==> src/rtl/hazard_forward_ctrl.sv <==
// Pipeline hazard, forwarding and branch-flush control for the Quinta RV32I core.
// A scoreboard of in-flight destination registers drives stall/bubble/kill and EX operand forwarding.
module hazard_forward_ctrl #(
    parameter int XLEN        = 32,
    parameter int NSLOTS      = 3,
    parameter int LOAD_READY  = 2,
    parameter int BRANCH_SLOT = 1
) (
    input  logic                       sys_clk,
    input  logic                       rst,
    input  logic                       start,
    input  logic                       id_valid,
    input  logic [4:0]                 id_rs1,
    input  logic [4:0]                 id_rs2,
    input  logic                       id_rs1_used,
    input  logic                       id_rs2_used,
    input  logic [4:0]                 id_rd,
    input  logic                       id_reg_write,
    input  logic                       id_is_load,
    input  logic                       stall_ext,
    input  logic                       branch_taken,
    input  logic [(NSLOTS-1)*XLEN-1:0] result_data,
    output logic                       advance,
    output logic                       stall_decode,
    output logic                       bubble_ex,
    output logic                       flush_front,
    output logic [NSLOTS-1:0]          kill_mask,
    output logic [2:0]                 fwd1_sel,
    output logic [2:0]                 fwd2_sel,
    output logic [XLEN-1:0]            fwd1_data,
    output logic [XLEN-1:0]            fwd2_data
);

    typedef struct packed {
        logic       valid;
        logic [4:0] rd;
        logic       reg_write;
        logic       is_load;
    } prod_t;

    // Producer fields travel down every slot; source fields matter only in slot 0 (EX).
    prod_t      sb [NSLOTS];
    logic [4:0] ex_rs1;
    logic [4:0] ex_rs2;
    logic       ex_rs1_used;
    logic       ex_rs2_used;
    logic       hazard;

    function automatic logic writes(prod_t e, logic [4:0] r);
        return e.valid && e.reg_write && (e.rd == r) && (r != 5'd0);
    endfunction

    function automatic int ready_slot(prod_t e);
        return e.is_load ? LOAD_READY : 1;
    endfunction

    always_comb begin
        hazard = 1'b0;
        for (int s = 0; s < NSLOTS; s++) begin
            if (id_valid && (s + 1 < ready_slot(sb[s])) &&
                ((id_rs1_used && writes(sb[s], id_rs1)) ||
                 (id_rs2_used && writes(sb[s], id_rs2))))
                hazard = 1'b1;
        end
    end

    // Youngest matching producer wins; if it is not yet ready the operand stays on the register file.
    always_comb begin
        logic found1;
        logic found2;
        found1    = 1'b0;
        found2    = 1'b0;
        fwd1_sel  = '0;
        fwd2_sel  = '0;
        fwd1_data = '0;
        fwd2_data = '0;
        for (int i = 1; i < NSLOTS; i++) begin
            if (!found1 && ex_rs1_used && writes(sb[i], ex_rs1)) begin
                found1 = 1'b1;
                if (i >= ready_slot(sb[i])) begin
                    fwd1_sel  = 3'(i);
                    fwd1_data = result_data[(i-1)*XLEN +: XLEN];
                end
            end
            if (!found2 && ex_rs2_used && writes(sb[i], ex_rs2)) begin
                found2 = 1'b1;
                if (i >= ready_slot(sb[i])) begin
                    fwd2_sel  = 3'(i);
                    fwd2_data = result_data[(i-1)*XLEN +: XLEN];
                end
            end
        end
        if (!start) begin
            fwd1_sel  = '0;
            fwd2_sel  = '0;
            fwd1_data = '0;
            fwd2_data = '0;
        end
    end

    always_comb begin
        advance      = 1'b0;
        stall_decode = 1'b0;
        bubble_ex    = 1'b0;
        flush_front  = 1'b0;
        kill_mask    = '0;
        if (start) begin
            if (branch_taken) begin
                advance     = 1'b1;
                flush_front = 1'b1;
                bubble_ex   = 1'b1;
                for (int i = 0; i < BRANCH_SLOT; i++) kill_mask[i] = 1'b1;
            end else if (stall_ext) begin
                stall_decode = 1'b1;
            end else if (hazard) begin
                advance      = 1'b1;
                stall_decode = 1'b1;
                bubble_ex    = 1'b1;
            end else begin
                advance = 1'b1;
            end
        end
    end

    always_ff @(posedge sys_clk) begin
        if (rst) begin
            // NOTE: every scoreboard entry is cleared on reset; a stale valid bit would stall or forward.
            for (int i = 0; i < NSLOTS; i++) sb[i] <= '0;
            ex_rs1      <= '0;
            ex_rs2      <= '0;
            ex_rs1_used <= 1'b0;
            ex_rs2_used <= 1'b0;
        end else if (advance) begin
            for (int i = 1; i < NSLOTS; i++) sb[i] <= kill_mask[i-1] ? '0 : sb[i-1];
            if (branch_taken || hazard) begin
                sb[0]       <= '0;
                ex_rs1      <= '0;
                ex_rs2      <= '0;
                ex_rs1_used <= 1'b0;
                ex_rs2_used <= 1'b0;
            end else begin
                sb[0]       <= '{valid: id_valid, rd: id_rd, reg_write: id_reg_write, is_load: id_is_load};
                ex_rs1      <= id_rs1;
                ex_rs2      <= id_rs2;
                ex_rs1_used <= id_valid && id_rs1_used;
                ex_rs2_used <= id_valid && id_rs2_used;
            end
        end
    end

endmodule

==> config.mk <==
export PLATFORM = sky130hd
export DESIGN_NAME = hazard_forward_ctrl
export DESIGN_NICKNAME = d
export VERILOG_FILES = /design/src/rtl/hazard_forward_ctrl.sv
export SDC_FILE = /design/constraint.sdc
export NUM_CORES = 1
export LEC_CHECK = 0
export CAP_MARGIN = 15
export CORE_ASPECT_RATIO = 1.2
export CORE_MARGIN = 2
export CORE_UTILIZATION = 41
export CTS_BUF_LIST = sky130_fd_sc_hd__clkbuf_2 sky130_fd_sc_hd__clkbuf_4 sky130_fd_sc_hd__clkbuf_8
export CTS_CLUSTER_SIZE = 25
export DETAILED_ROUTE_END_ITERATION = 12
export HOLD_SLACK_MARGIN = 0.05
export PLACE_DENSITY = 0.84
export RECOVER_POWER = 100
export SYNTH_ARGS = -nofsm -noshare
export SYNTH_HDL_FRONTEND = slang
export SYNTH_SLANG_ARGS = --single-unit
==> constraint.sdc <==
create_clock -name sys_clk -period 2.5 [get_ports sys_clk]
set_input_delay 0.5 -clock sys_clk [delete_from_list [all_inputs] [get_ports sys_clk]]
set_output_delay 0.5 -clock sys_clk [all_outputs]
set_load 0.03 [all_outputs]
==> results by stage <==
Floorplan:
- The core box area is 0.00719 mm².
- The effective utilization at floorplan is 42.1%.
- The horizontal die dimension is 82.4 µm.
- The number of placement rows is 34.
- The die area is 0.00808 mm².
- The floorplan die height is 98.1 µm.
- For this design the top-level I/O count stands at 166.

Clocking:
- The sink count of the clock tree is 35.
- For the worst-skew pair, the clock arrives at the later sink with an insertion delay of 0.29 ns.
- In this run the number of H-tree levels came out at 2.
- The count of hold buffers inserted by post-cts repair is 0.
- The number of CTS-inserted buffers is 5.
- The root buffer cell is sky130_fd_sc_hd__clkbuf_8.
- In this run the deepest clock path goes through 2 buffers.
- The CTS tree is built.
- Clock-pin slew was measured on the worst setup and hold paths at 0.07 ns.

Run status:
- The run finished, with violations left.
- The final reports fail on negative setup slack.

Pwr:
- In this run, the combinational gates consume 29.6% of the power.
- The power density of the placed cells is 237 mW/mm².
- The internal power contribution is 1.07 mW.
- The sequential share of power is 44.6%.
- Summed over all cells, the static leakage comes to 2.67 nW.
- In this run, the clock network consumes 25.8% of the power.
- The share of total power consumed by net switching is 29.6%.
- The maximum VDD drop is 438 µV.
- In this run the power spent charging and discharging nets is 0.452 mW.

Place:
- Summed over all nets, the half-perimeter wirelength after detailed placement is 8760 µm.
- Buffers placed on the I/O ports in this run total 161.
- At the end of routability-driven placement, the weighted congestion stood at 0.892.
- The cell count after placement is 634.

Yosys:
- Each instance of the synthesized netlist takes up on average 8.05 µm².
- The combined area of all synthesized cells is 0.00303 mm².
- After Yosys synthesis, and, or, nand and nor cells account for 33.7% of the synthesized area.
- The complex-gate fraction of the synthesized area is 16.7%.
- For this run, the number of Yosys warnings is 0.
- The share of the synthesized netlist area taken by xor and xnor gates is 8.68%.
- For this run, the register share of the synthesized area comes to 30.8%.
- The multiplexer fraction of the synthesized cell area is 0%.
- Of the total synthesized cell area, the portion taken by full adders, half adders and majority gates is 0%.
- Synthesis handed over a netlist of 376 instances.
- The number of synthesized register bits is 35.
- The number of different library cells used by synthesis comes to 37.
- The largest family of logic cells by synthesized area is simple AND/OR/NAND/NOR gates.

Global route:
- In the global route stage, met2 resource usage came out at 64.0%.
- For this run, the total global-route usage over all layers was measured as 37.0%.
- The number of global-route vias before repair is 4268.
- The first global-routing pass estimated 22800 µm of wire.
- In this run the most used layer during global routing was met2.
- Global routing used 13.6% of the available met3 tracks.
- The pin count of the biggest net entering global routing is 34.
- The initial antenna violation count was 2.
- For this run, global-route usage on met1 was measured as 36.7%.
- The total overflow reported by the global router is 0.

Job:
- Across the run, the number of max-cap violations was 0.

STA:
- The final hold violation count is 0.
- Static timing analysis puts the maximum clock frequency at 328 MHz.
- The worst path in the final design needs a cycle of 3.05 ns, including I/O delays and setup.
- Setup repair after global routing could not meet its margin everywhere.
- Of the available clock period, the critical path in the final layout requires 122%.
- The post-route clock skew is 0.00388 ns.
- In the final timing run, aggregate negative setup slack is -27.97 ns.
- At the pin with the least slew margin, the transition time is 1.06 ns.
- In this run the tightest slew margin relative to its limit is 29.6%.
- The final number of max-transition violations came to 0.
- The worst slack on hold paths is 0.511 ns.
- The post-route worst setup slack is -0.548 ns.
- Setup violations remaining at the end of the flow were counted as 70.

Worst setup path:
- The worst stage delay on the critical path is 0.38 ns.
- The family of cells with the greatest summed delay on the critical path is simple AND/OR/NAND/NOR gates.
- The cell occurring most often along the worst timing path is sky130_fd_sc_hd__buf_4.
- The startpoint of the most critical register-to-register path is sb[0][2].
- The worst-path cell with the longest stage delay is sky130_fd_sc_hd__dfxtp_1.
- The endpoint of the worst-slack reg-to-reg timing path is sb[0][4].
- The critical path data arrival time is 2.55 ns.
- The worst setup path is captured at an output port.
- At the worst endpoint, the required time is 2.00 ns.
- Walking the worst path, the cells encountered are buf_4, xnor2_1, nand4_1, nor4_2, buf_4, nand3_1, o31ai_4, buf_6.
- The setup slack of the most critical reg-to-reg path is 0.33 ns.
- The critical path contains buffers and inverters numbering 3 combined.
- The logic depth of the worst register-to-register path is 7.
- The worst setup path is of the reg2out kind.
- The worst setup path is launched from a flip-flop.
- The worst-path maximum fanout is 18.

Cells and area:
- The number of non-filler instances in the completed layout is 671.
- In the final design database the tool counted 667 nets.
- The area growth from synthesis to layout is 113%.
- The fraction of final layout cells with drive strength greater than 1 is 47.7%.

Worst hold path:
- The worst hold path was traced through 2 stages.
- The startpoint of the most critical hold path is ex_rs1_used.
- The endpoint with the worst hold slack is ex_rs1_used.
- The class of the tightest hold or removal check is reg2reg.

Routing:
- The antenna violation net count after detailed routing is 0.
- After the first detailed-routing iteration, the DRC count stood at 482.
- The total number of vias is 4574.
- The detailed-route wire length per cell is 28.3 µm.
- The average via count per standard cell is 6.82.
- The count of unresolved DRC violations after routing is 0.
- Summed over all layers, the routed wires come to 19000 µm.
- The total iterations of the first detailed-routing run is 5.
==> Yosys cell counts <==
cell type                        number  area, µm²
sky130_fd_sc_hd__buf_6                2       22.5
sky130_fd_sc_hd__o41ai_1             20        175
sky130_fd_sc_hd__and2_2               1       7.51
sky130_fd_sc_hd__dfxtp_1             12        240
sky130_fd_sc_hd__a21boi_0             1       7.51
sky130_fd_sc_hd__o21ai_0              3       15.0
sky130_fd_sc_hd__and3_1               1       6.26
sky130_fd_sc_hd__and3_2               7       52.6
sky130_fd_sc_hd__o31ai_1             24        180
sky130_fd_sc_hd__buf_1                1       3.75
sky130_fd_sc_hd__clkbuf_1            25       93.8
sky130_fd_sc_hd__nor3_2               1       10.0
sky130_fd_sc_hd__and2_1              16        100
sky130_fd_sc_hd__a21o_1               1       7.51
sky130_fd_sc_hd__or4_4                1       11.3
sky130_fd_sc_hd__edfxtp_1            23        691
sky130_fd_sc_hd__conb_1               1       3.75
sky130_fd_sc_hd__dlymetal6s2s_1       1       12.5
sky130_fd_sc_hd__nor4_1               2       12.5
sky130_fd_sc_hd__xor2_1              11       96.3
sky130_fd_sc_hd__buf_4                5       37.5
sky130_fd_sc_hd__nor3_1               3       15.0
sky130_fd_sc_hd__o2111ai_1            1       8.76
sky130_fd_sc_hd__nand4_1              4       25.0
sky130_fd_sc_hd__a21oi_1              2       10.0
sky130_fd_sc_hd__nor4b_2              1       15.0
sky130_fd_sc_hd__nor2_1               8       30.0
sky130_fd_sc_hd__buf_2                5       25.0
sky130_fd_sc_hd__nand2b_1            12       75.1
sky130_fd_sc_hd__buf_8                1       15.0
sky130_fd_sc_hd__nand2_1             31        116
sky130_fd_sc_hd__nand3_1             70        350
sky130_fd_sc_hd__inv_1               25       93.8
sky130_fd_sc_hd__xnor2_1             19        166
sky130_fd_sc_hd__nor4_2               1       12.5
sky130_fd_sc_hd__or4_1               24        180
sky130_fd_sc_hd__a32o_1              10        100
==> metal layers <==
layer	up-vias	routed length, µm
li1	1814	-
met1	2141	5970
met2	447	9150
met3	172	2140
met4	0	1740
met5	-	0
==> through the flow <==
stage	cell area [µm²]	util [%]	setup slack, ns	power [mW]
finish	6440	89.6	-0.548	1.52
global route	6440	89.6	-0.612	1.57
CTS	5800	80.7	-0.358	1.46
detailed placement	5000	69.5	-0.285	1.05
global placement	5000	69.5	-0.250	1.04
floorplan	3220	-	-0.389	0.827
==> cells by family after synthesis <==
family          count (synthesis)
compound gates                 62
xor+xnor                       30
buf+inv                        65
flops                          35
other cells                     1
simple gates                  183
==> power groups by stage <==
| stage | sequential, mW | combinational [mW] | clock, mW |
|---|---|---|---|
| global route | 0.682 | 0.468 | 0.423 |
| global placement | 0.687 | 0.350 | 0 |
| finish | 0.680 | 0.452 | 0.393 |
| detailed placement | 0.689 | 0.361 | 0 |
| floorplan | 0.682 | 0.145 | 0 |
| CTS | 0.675 | 0.390 | 0.399 |
==> state kept, by name, indices dropped and copies added, names as in the netlist <==
signal / cells
ex_rs2_used: 1
ex_rs1_used: 1
sb: 23
ex_rs2: 5
ex_rs1: 5
==> tightest hold or removal path: stages, from the launching register on <==
cell,delay [ns]
sky130_fd_sc_hd__dfxtp_1,0.34
sky130_fd_sc_hd__nand2_1,0.06
sky130_fd_sc_hd__o21ai_0,0.06
==> layout make-up <==
type,instances,area (µm²)
timing repair buffer,232,2570
antenna,2,5.00
multi-input combinational,279,2640
inverter,25,93.8
clock inverter,2,8.76
fill,260,747
clock buffer,6,76.3
sequential,35,932
tap,90,113
==> timing repair <==
item / in CTS / in global routing
cloned: 10 / 5
pin swaps: 38 / 36
buffers inserted: 11 / 3
endpoints found under the setup margin: 70 / 70
resized for setup: 92 / 109
==> worst max path at each step <==
stage          cells past startpoint            end       from
3_3_place_gp                       7  fwd2_data[20]      start
2_1_floorplan                      4  fwd2_data[11]  sb[0][11]
4_1_cts                            9  fwd1_data[19]  sb[0][13]
5_1_grt                            7  fwd2_data[24]  sb[0][13]
3_5_place_dp                       6      bubble_ex  id_rs2[0]
6_report                           8  fwd2_data[30]  ex_rs2[4]
==> cell usage in the layout (no fill, tap or decap), types with 17 or more instances in the layout <==
cell type / count
sky130_fd_sc_hd__inv_1: 25
sky130_fd_sc_hd__xnor2_1: 17
sky130_fd_sc_hd__clkdlybuf4s50_1: 75
sky130_fd_sc_hd__buf_4: 61
sky130_fd_sc_hd__nand3_1: 47
sky130_fd_sc_hd__or4_4: 21
sky130_fd_sc_hd__buf_6: 48
sky130_fd_sc_hd__nand2_2: 19
sky130_fd_sc_hd__edfxtp_1: 23
sky130_fd_sc_hd__o31ai_4: 21
(Power assumes the default switching activity.)
